[config.mk]
export PLATFORM = sky130hd
export DESIGN_NAME = alu_shift_sequencer
export DESIGN_NICKNAME = d
export VERILOG_FILES = /design/src/rtl/alu_shift_defs.sv /design/src/rtl/alu_shift_decode.sv /design/src/rtl/alu_shift_sequencer.sv
export SDC_FILE = /design/constraint.sdc
export NUM_CORES = 1
export LEC_CHECK = 0
export ABC_AREA = 1
export ABC_CLOCK_PERIOD_IN_PS = 1680
export BUFFER_PORTS_ARGS = -buffer_cell sky130_fd_sc_hd__buf_2
export CAP_MARGIN = 0
export CORE_AREA = 4 4 133 135
export CTS_CLUSTER_SIZE = 28
export DETAILED_ROUTE_END_ITERATION = 8
export DIE_AREA = 0 0 137 139
export PLACE_DENSITY = 0.55
export REMOVE_ABC_BUFFERS = 1
export SLEW_MARGIN = 20
export SYNTH_ARGS = -nofsm -noshare
export SYNTH_HDL_FRONTEND = slang
export SYNTH_SLANG_ARGS = --single-unit
[constraint.sdc]
create_clock -name clk -period 1.68 [get_ports clk]
set_input_delay 0.168 -clock clk [delete_from_list [all_inputs] [get_ports clk]]
set_output_delay 0.168 -clock clk [all_outputs]
set_load 0.05 [all_outputs]
[src/rtl/alu_shift_defs.sv]
// Shared constants for the iterative shift engine: RV32 opcode/func3 values,
// sequencer state encoding and shift-kind codes.
package alu_shift_defs;

    localparam logic [6:0] OPC_OP_IMM = 7'b0010011;
    localparam logic [6:0] OPC_OP     = 7'b0110011;

    localparam logic [2:0] F3_SLL = 3'b001;
    localparam logic [2:0] F3_SRX = 3'b101;

    typedef enum logic [1:0] {
        ST_IDLE  = 2'b00,
        ST_SHIFT = 2'b01,
        ST_DONE  = 2'b10
    } state_t;

    typedef enum logic [1:0] {
        SK_SLL = 2'b00,
        SK_SRL = 2'b01,
        SK_SRA = 2'b10
    } shift_kind_t;

endpackage

[src/rtl/alu_shift_decode.sv]
// Combinational decode of a shift instruction: kind, shift amount and legality.
// OP-IMM takes shamt from the immediate field, OP from the low bits of rs2.
module alu_shift_decode
    import alu_shift_defs::*;
#(
    parameter int XLEN    = 32,
    parameter int SHAMT_W = 5
) (
    input  logic [31:0]        insn,
    input  logic [XLEN-1:0]    rs2_val,
    output shift_kind_t        kind,
    output logic [SHAMT_W-1:0] shamt,
    output logic               legal
);

    logic [6:0] opcode;
    logic [2:0] func3;
    logic       is_imm;
    logic       is_reg;
    logic       unused_bits;

    assign opcode      = insn[6:0];
    assign func3       = insn[14:12];
    assign is_imm      = (opcode == OPC_OP_IMM);
    assign is_reg      = (opcode == OPC_OP);
    assign unused_bits = ^{insn[19:15], insn[11:7], rs2_val[XLEN-1:SHAMT_W]};

    always_comb begin
        kind  = SK_SLL;
        shamt = is_imm ? insn[20 +: SHAMT_W] : rs2_val[SHAMT_W-1:0];
        legal = 1'b0;
        if (is_imm || is_reg) begin
            case (func3)
                F3_SLL: begin
                    kind  = SK_SLL;
                    legal = (insn[31:25] == 7'b0);
                end
                F3_SRX: begin
                    // insn[30] is the only funct7 bit allowed: it picks arithmetic fill
                    kind  = insn[30] ? SK_SRA : SK_SRL;
                    legal = ({insn[31], insn[29:25]} == 6'b0);
                end
                default: legal = 1'b0;
            endcase
        end
    end

endmodule

[src/rtl/alu_shift_sequencer.sv]
// Multi-cycle SLL/SRL/SRA engine with start/ready/done handshake and flush.
// Define SHIFT_BY4_EN to step 4 bits per cycle while at least 4 remain.
module alu_shift_sequencer
    import alu_shift_defs::*;
#(
    parameter int XLEN    = 32,
    parameter int SHAMT_W = 5
) (
    input  logic            clk,
    input  logic            rst_n,
    input  logic            start,
    input  logic            flush,
    input  logic [31:0]     insn,
    input  logic [XLEN-1:0] rs1_val,
    input  logic [XLEN-1:0] rs2_val,
    output logic            ready,
    output logic            busy,
    output logic            done,
    output logic            illegal,
    output logic [XLEN-1:0] result
);

    state_t             state_q, state_d;
    shift_kind_t        kind_q, kind_d;
    logic [XLEN-1:0]    shreg_q, shreg_d;
    logic [XLEN-1:0]    result_q, result_d;
    logic [SHAMT_W-1:0] counter_q, counter_d;
    logic               illegal_q, illegal_d;

    shift_kind_t        dec_kind;
    logic [SHAMT_W-1:0] dec_shamt;
    logic               dec_legal;

    logic               step4;
    logic [SHAMT_W-1:0] step_amt;
    logic [SHAMT_W-1:0] counter_next;
    logic [XLEN-1:0]    shifted;

    alu_shift_decode #(
        .XLEN    (XLEN),
        .SHAMT_W (SHAMT_W)
    ) u_decode (
        .insn    (insn),
        .rs2_val (rs2_val),
        .kind    (dec_kind),
        .shamt   (dec_shamt),
        .legal   (dec_legal)
    );

`ifdef SHIFT_BY4_EN
    assign step4 = (counter_q >= SHAMT_W'(4));
`else
    assign step4 = 1'b0;
`endif

    assign step_amt     = step4 ? SHAMT_W'(4) : SHAMT_W'(1);
    assign counter_next = counter_q - step_amt;

    always_comb begin
        shifted = shreg_q;
        case (kind_q)
            SK_SLL: shifted = step4 ? {shreg_q[XLEN-5:0], 4'b0000}
                                    : {shreg_q[XLEN-2:0], 1'b0};
            SK_SRL: shifted = step4 ? {4'b0000, shreg_q[XLEN-1:4]}
                                    : {1'b0, shreg_q[XLEN-1:1]};
            SK_SRA: shifted = step4 ? {{4{shreg_q[XLEN-1]}}, shreg_q[XLEN-1:4]}
                                    : {shreg_q[XLEN-1], shreg_q[XLEN-1:1]};
            default: shifted = shreg_q;
        endcase
    end

    always_comb begin
        state_d   = state_q;
        kind_d    = kind_q;
        shreg_d   = shreg_q;
        result_d  = result_q;
        counter_d = counter_q;
        illegal_d = 1'b0;
        if (flush) begin
            // Abort leaves result untouched so the pipeline never sees a partial value
            state_d   = ST_IDLE;
            counter_d = '0;
        end else begin
            case (state_q)
                ST_IDLE: begin
                    if (start) begin
                        if (dec_legal) begin
                            shreg_d = rs1_val;
                            kind_d  = dec_kind;
                            if (dec_shamt == '0) begin
                                result_d = rs1_val;
                                state_d  = ST_DONE;
                            end else begin
                                counter_d = dec_shamt;
                                state_d   = ST_SHIFT;
                            end
                        end else begin
                            illegal_d = 1'b1;
                        end
                    end
                end
                ST_SHIFT: begin
                    if (counter_q == '0) begin
                        result_d = shreg_q;
                        state_d  = ST_DONE;
                    end else begin
                        shreg_d   = shifted;
                        counter_d = counter_next;
                        if (counter_next == '0) begin
                            result_d = shifted;
                            state_d  = ST_DONE;
                        end
                    end
                end
                ST_DONE: state_d = ST_IDLE;
                default: state_d = ST_IDLE;
            endcase
        end
    end

    always_ff @(posedge clk or negedge rst_n) begin
        if (!rst_n) begin
            state_q   <= ST_IDLE;
            kind_q    <= SK_SLL;
            shreg_q   <= '0;
            result_q  <= '0;
            counter_q <= '0;
            illegal_q <= 1'b0;
        end else begin
            state_q   <= state_d;
            kind_q    <= kind_d;
            shreg_q   <= shreg_d;
            result_q  <= result_d;
            counter_q <= counter_d;
            illegal_q <= illegal_d;
        end
    end

    assign ready   = (state_q == ST_IDLE);
    assign busy    = (state_q == ST_SHIFT) || (state_q == ST_DONE);
    assign done    = (state_q == ST_DONE);
    assign illegal = illegal_q;
    assign result  = result_q;

endmodule

* Word level (Yosys, flattened, before mapping)
Index checks and enable logic that the tools add are counted.
Word-level totals: flip-flop bits (word level) 74, output and inout port bits 36, logic and storage cells 76
Cells by class: add/sub/neg operators 1, equal/unequal tests 18, multiplexer cells 34, bitwise operators 1, reduce and logical (&&, ||, !) cells 16
Operator list (number):
- $mux W32 | 8
- $pmux W32 S2 | 2
- $pmux W32 S3 | 1
- $mux W5 | 6
- $mux W2 | 9
- $logic_not A5 Y1 | 3
- $ne A3 B3 Y1 const B | 4
- $pmux W5 S2 | 1
- $reduce_and A5 Y1 | 2
- $eq A7 B5 Y1 const B | 1
- $eq A7 B6 Y1 const B | 1
- $logic_not A7 Y1 | 1
- $logic_not A6 Y1 | 1
- $reduce_and A6 Y1 | 1
- $mux W1 | 5
- $sub A5 B1 Y5 const B | 1
- $eq A2 B1 Y1 const B | 2
- $eq A2 B2 Y1 const B | 2
- $logic_not A2 Y1 | 2
- $ne A2 B1 Y1 const B | 2
- $ne A2 B2 Y1 const B | 2
- $ne A4 B4 Y1 const B | 1
- $pmux W2 S2 | 1
- $reduce_and A4 Y1 | 1
- other kinds (9) | 10

* Depth between registers and ports, before layout
depth in word-level cells 8, mapped depth 14, depth with buffers taken out 13

* Cells and area by module
A second synthesis with hierarchy kept.
Second synthesis, totals: cells, all modules 680, area total of the unflattened synthesis 4610.7 µm²
By module, submodules not included:
- alu_shift_sequencer | instances 1, cells an instance 632, area an instance 4385.5 µm²
- alu_shift_decode | instances 1, cells an instance 48, area an instance 225.2 µm²

* Worst setup path before layout
Ideal clock, no wire load.
path type register to register, start point reg state_q[0], end point reg shreg_q[15], setup time 0.077 ns, data arrival time 1.929 ns, required time 1.603 ns, setup slack -0.327 ns, stages on the path, launching flop included 12, clock period less this slack 2.007 ns, cells stage by stage dfrtp_1 -> inv_1 -> ha_1 -> inv_1 -> nor2_1 -> inv_1 -> nand2_1 -> nor2_4 -> nand2_4 -> buf_2 -> nor2_1 -> a21oi_1
On the way: word-level cells in the longest chain between the ends 3, elaborated cells on any way between the ends 8, classes of those cells eq/ne (4); mux (1); reduce/logical (3)
RTL lines:
- start, declared | RTL line alu_shift_sequencer.sv:23 | state_t state_q, state_d;
- start signal, assigned | RTL line alu_shift_sequencer.sv:130 | state_q <= state_d;
- $logic_not A2 Y1 (*)
- net ready | RTL line alu_shift_sequencer.sv:16 | output logic ready,
- $ne A2 B1 Y1 (no line), or another cell as far along
- $reduce_and A5 Y1 (no line)
- end signal, assigned | RTL line alu_shift_sequencer.sv:132 | shreg_q <= shreg_d;
- end, declared | RTL line alu_shift_sequencer.sv:25 | logic [XLEN-1:0] shreg_q, shreg_d;
The timed path passes the listed nets; every way through them passes the cells marked *. A chain may end at the register's enable or synchronous reset.

* Final worst setup path
start point reg counter_q[1], end point reg result_q[0] (netlist: result[0])
On the way: word-level cells in the longest chain between the ends 4, elaborated cells on any way between the ends 7, classes of those cells add/sub (1); eq/ne (1); mux (2); reduce/logical (3)
RTL lines:
- start, declared | RTL line alu_shift_sequencer.sv:27 | logic [SHAMT_W-1:0] counter_q, counter_d;
- start signal, assigned | RTL line alu_shift_sequencer.sv:134 | counter_q <= counter_d;
- $sub A5 B1 Y5 | RTL line alu_shift_sequencer.sv:57 | assign counter_next = counter_q - step_amt;
- $logic_not A5 Y1 | RTL line alu_shift_sequencer.sv:109 | if (counter_next == '0) begin
- $ne A3 B3 Y1 (no line)
- $reduce_and A6 Y1 (no line)
- end signal, assigned | RTL line alu_shift_sequencer.sv:133 | result_q <= result_d;
- end, declared | RTL line alu_shift_sequencer.sv:26 | logic [XLEN-1:0] result_q, result_d;
Several ways; a longest one is shown, not always the timed one.

==> results.sh <==
export IMPL_cts_tree="yes"
export IMPL_crit_path_max_incr_delay_ps=390
export IMPL_crit_top_cell="nand2_2"
export IMPL_grt_pass1_vias=5095
export IMPL_async_flop_share_pct=100
export IMPL_crit_path_cell_trace="buf_4 > nor2_2 > nand2_2 > xor2_2 > nand2_2 > a21oi_4 > buf_6 > buf_12 > nand3_1 > nand2_1"
export IMPL_p_sw_mw=6.17
export IMPL_r2r_cells=10
export IMPL_die_width_um=137
export IMPL_fmax_mhz=584
export IMPL_regToRegSetupSlack_ps=-30
export IMPL_violations="setup timing"
export IMPL_p_leak_nw=3.51
export IMPL_cp_required_ps=1960
export IMPL_p_sw_share_pct=49.5
export IMPL_root_buffer="clkbuf_16"
export IMPL_reg2reg_from="counter_q[1]"
export IMPL_status="finished, violations left"
export IMPL_num_rows=47
export IMPL_end_kind="flip-flop"
export IMPL_yosysSeqAreaShare_pct=38.0
export IMPL_grt_usage_pct=16.6
export IMPL_start_util_pct=29.6
export IMPL_final_nets=965
export IMPL_crit_type="reg2reg"
export IMPL_hold_class="in2reg"
export IMPL_rsz0062_at_grt="yes"
export IMPL_wl_met2_mm=7.68
export IMPL_synth_edf_count=0
export IMPL_synth_area_leader_cell="dfrtp_1"
export IMPL_grt_max_degree=75
export IMPL_synth_cell_types=32
export IMPL_critPathArrivalTime_ps=1990
export IMPL_gr_total_overflow=0
export IMPL_netlist_instances=720
export IMPL_core_um2=16500
export IMPL_clock_path_buffers=2
export IMPL_area_growth_pct=36.1
export IMPL_avgSynthCellArea_um2=6.76
export IMPL_slew_headroom_pct=71.2
export IMPL_drv_slew=0
export IMPL_highest_signal_layer="met4"
export IMPL_pwr_share_comb_pct=61.0
export IMPL_clk_latency_ps=340
export IMPL_p_int_mw=6.28
export IMPL_finalHoldViolCount=0
export IMPL_path_clk_slew_ps=60
export IMPL_wl_met3_mm=1.07
export IMPL_pre_cts_slack_ps=-138
export IMPL_dr_pass1_iters=5
export IMPL_routed_wl_mm=15.8
export IMPL_die_area_um2=19000
export IMPL_h_tree_depth=3
export IMPL_viasPerCell=4.78
export IMPL_min_period_over_period_pct=102
export IMPL_yosysTopAreaCellShare_pct=38.0
export IMPL_startpoint_type="flip-flop"
export IMPL_p_total_mw=12.4
export IMPL_layout_setup_ws_ps=-33.3
export IMPL_drc=0
export IMPL_finalNonFillerCells=1083
export IMPL_fin_crit_ps=1710
export IMPL_tightest_slew_ps=431
export IMPL_yosys_warnings=0
export IMPL_place_congestion=0.826
export IMPL_critPathMaxFanout=9
export IMPL_max_vdd_ir_drop_mv=0.963
export IMPL_wl_met1_mm=6.98
export IMPL_dp_hpwl_mm=10.4
export IMPL_cts_inserted_buffers=9
export IMPL_clock_power_share_pct=14.5
export IMPL_fin_area_um2=6630
export IMPL_layout_drive_gt1_share_pct=26.8
export IMPL_initialDrtViolationCount=332
export IMPL_startpoint="counter_q[1]"
export IMPL_drt_wirelength_per_cell_um=14.6
export IMPL_die_h_um=139
export IMPL_ys_seq_elements=74
export IMPL_clock_skew_ps=8.83
export IMPL_p_seq_share_pct=24.5
export IMPL_crit_slowest_cell="dfrtp_1"
export IMPL_antenna_cells=0
export IMPL_numPortBuffers=98
export IMPL_syn_area_um2=4870
export IMPL_synthFlopType="dfrtp_1"
export IMPL_antenna_found_initial=0
export IMPL_setup_viol=28
export IMPL_dpl_cell_area_um2=5980
export IMPL_cts_sinks=74
export IMPL_synth_area_top_cells="dfrtp_1 (38%), nand2_1 (21%), nand3_1 (8.1%), nor2_1 (4.9%), inv_1 (4.4%)"
export IMPL_dp_cells=1053
export IMPL_io_pins=136
export IMPL_worstReg2RegEnd="result[0]"
export IMPL_fillers=1761
export IMPL_cp_endpoint="result[0]"
export IMPL_drv_cap=0
export IMPL_final_antenna_net_count=0
export IMPL_vias=5180
export IMPL_powerDensity_nw_per_um2=1880
export IMPL_grt_pass1_wl_mm=25.6
cells in the mapped netlist (9+ instances only):
cell type,count
a21oi_1,38
buf_2,13
clkbuf_1,12
dfrtp_1,74
inv_1,57
nand2_1,266
nand2_2,9
nand3_1,79
nor2_1,63
o211ai_1,16
o21ai_0,29
o221ai_1,11
metal layers:
layer,vias to the layer above,track usage [%]
met2,157,28.1
li1,2615,-
met5,-,0
met1,2398,21.6
met4,0,2.84
met3,10,4.32
layout by cell type, fill, tap and decap left out, types with 2 or more instances in the layout:
cell       netlist  final
a21oi_1         38     35
a21oi_2          1      4
buf_12           0     13
buf_2           13     97
buf_4            5     45
buf_6            6      5
clkbuf_16        0     13
clkinv_2         0      3
dfrtp_1         74     73
ha_1             6      2
ha_4             0      3
inv_1           57     53
inv_2            2      5
nand2_1        266    262
nand2_2          9     11
nand2_4          1      2
nand3_1         79     78
nand3_2          2      2
nand3b_1         3      3
nand4_1          5      5
nor2_1          63     55
nor2_2           3     10
nor2_4           4      5
o211ai_1        16     16
o21ai_0         29     20
o21ai_1          4     13
o221ai_1        11     11
power groups by stage:
stage | clock network (mW) | registers [mW] | logic, mW
6_report | 1.81 | 3.05 | 7.60
2_1_floorplan | 0 | 4.13 | 3.23
3_5_place_dp | 0 | 3.06 | 6.86
4_1_cts | 1.86 | 3.04 | 7.21
5_1_grt | 1.94 | 3.16 | 8.37
3_3_place_gp | 0 | 3.06 | 6.85
how the worst min path moves through the flow:
stage | start | to | cells past startpoint
2_1_floorplan | rst_n | counter_q[0] | 0
3_3_place_gp | rst_n | result[25] | 2
3_5_place_dp | rst_n | shreg_q[25] | 2
4_1_cts | insn[30] | kind_q[0] | 2
5_1_grt | insn[30] | kind_q[0] | 2
6_report | insn[30] | kind_q[0] | 2
worst max-delay path, delay by kind of cell, from the launching register on:
| kind | cells | cell delay [ps] |
|---|---|---|
| AOI/OAI and AO/OA | 1 | 220 |
| xor gates and xnor gates | 1 | 160 |
| buffers and inverters | 3 | 440 |
| DFF | 1 | 390 |
| and+or+nand+nor | 5 | 450 |
cells by family after synthesis:
| family | count (synthesis) | share of synthesized area (%) |
|---|---|---|
| flip-flops | 74 | 38.0 |
| XOR/XNOR | 2 | 0.360 |
| buffers and inverters | 98 | 9.20 |
| adder cells (fa/ha/maj) | 6 | 1.54 |
| AND/OR/NAND/NOR | 436 | 38.0 |
| AO/OA/AOI/OAI | 104 | 12.8 |
timing repair:
item | in CTS | in global routing
gates resized for setup | 13 | 35
hold buffers | 1 | 0
cloned | 2 | 6
pin swaps | 5 | 5
setup endpoints to repair | 51 | 72
buffers inserted | 5 | 2
endpoints found under the hold margin | 74 | 0
state kept, by name, indices dropped and copies added (netlist names):
signal     count
kind_q         2
state_q        2
shreg_q       32
counter_q      5
illegal        1
result        32
area by class of cell:
type | instances | area (um^2) | share of cell area [%]
Sequential cell | 74 | 1850 | 28.0
Tap cell | 220 | 275 | 4.15
Timing Repair Buffer | 167 | 1310 | 19.8
Multi-Input combinational cell | 548 | 2700 | 40.7
Inverter | 59 | 224 | 3.38
Clock buffer | 10 | 239 | 3.61
Clock inverter | 5 | 31.3 | 0.472
metrics by stage:
stage / utilization (%) / setup TNS (ps) / hold slack (ps)
2_1_floorplan: - / -78030 / -128
3_3_place_gp: 36.3 / -4550 / 229
3_5_place_dp: 36.3 / -4050 / 233
4_1_cts: 38.8 / -277 / 43.2
5_1_grt: 40.3 / -6370 / 49.9
6_report: 40.3 / -436 / 47.4
No activity file was read; power rests on OpenSTA's default activity.
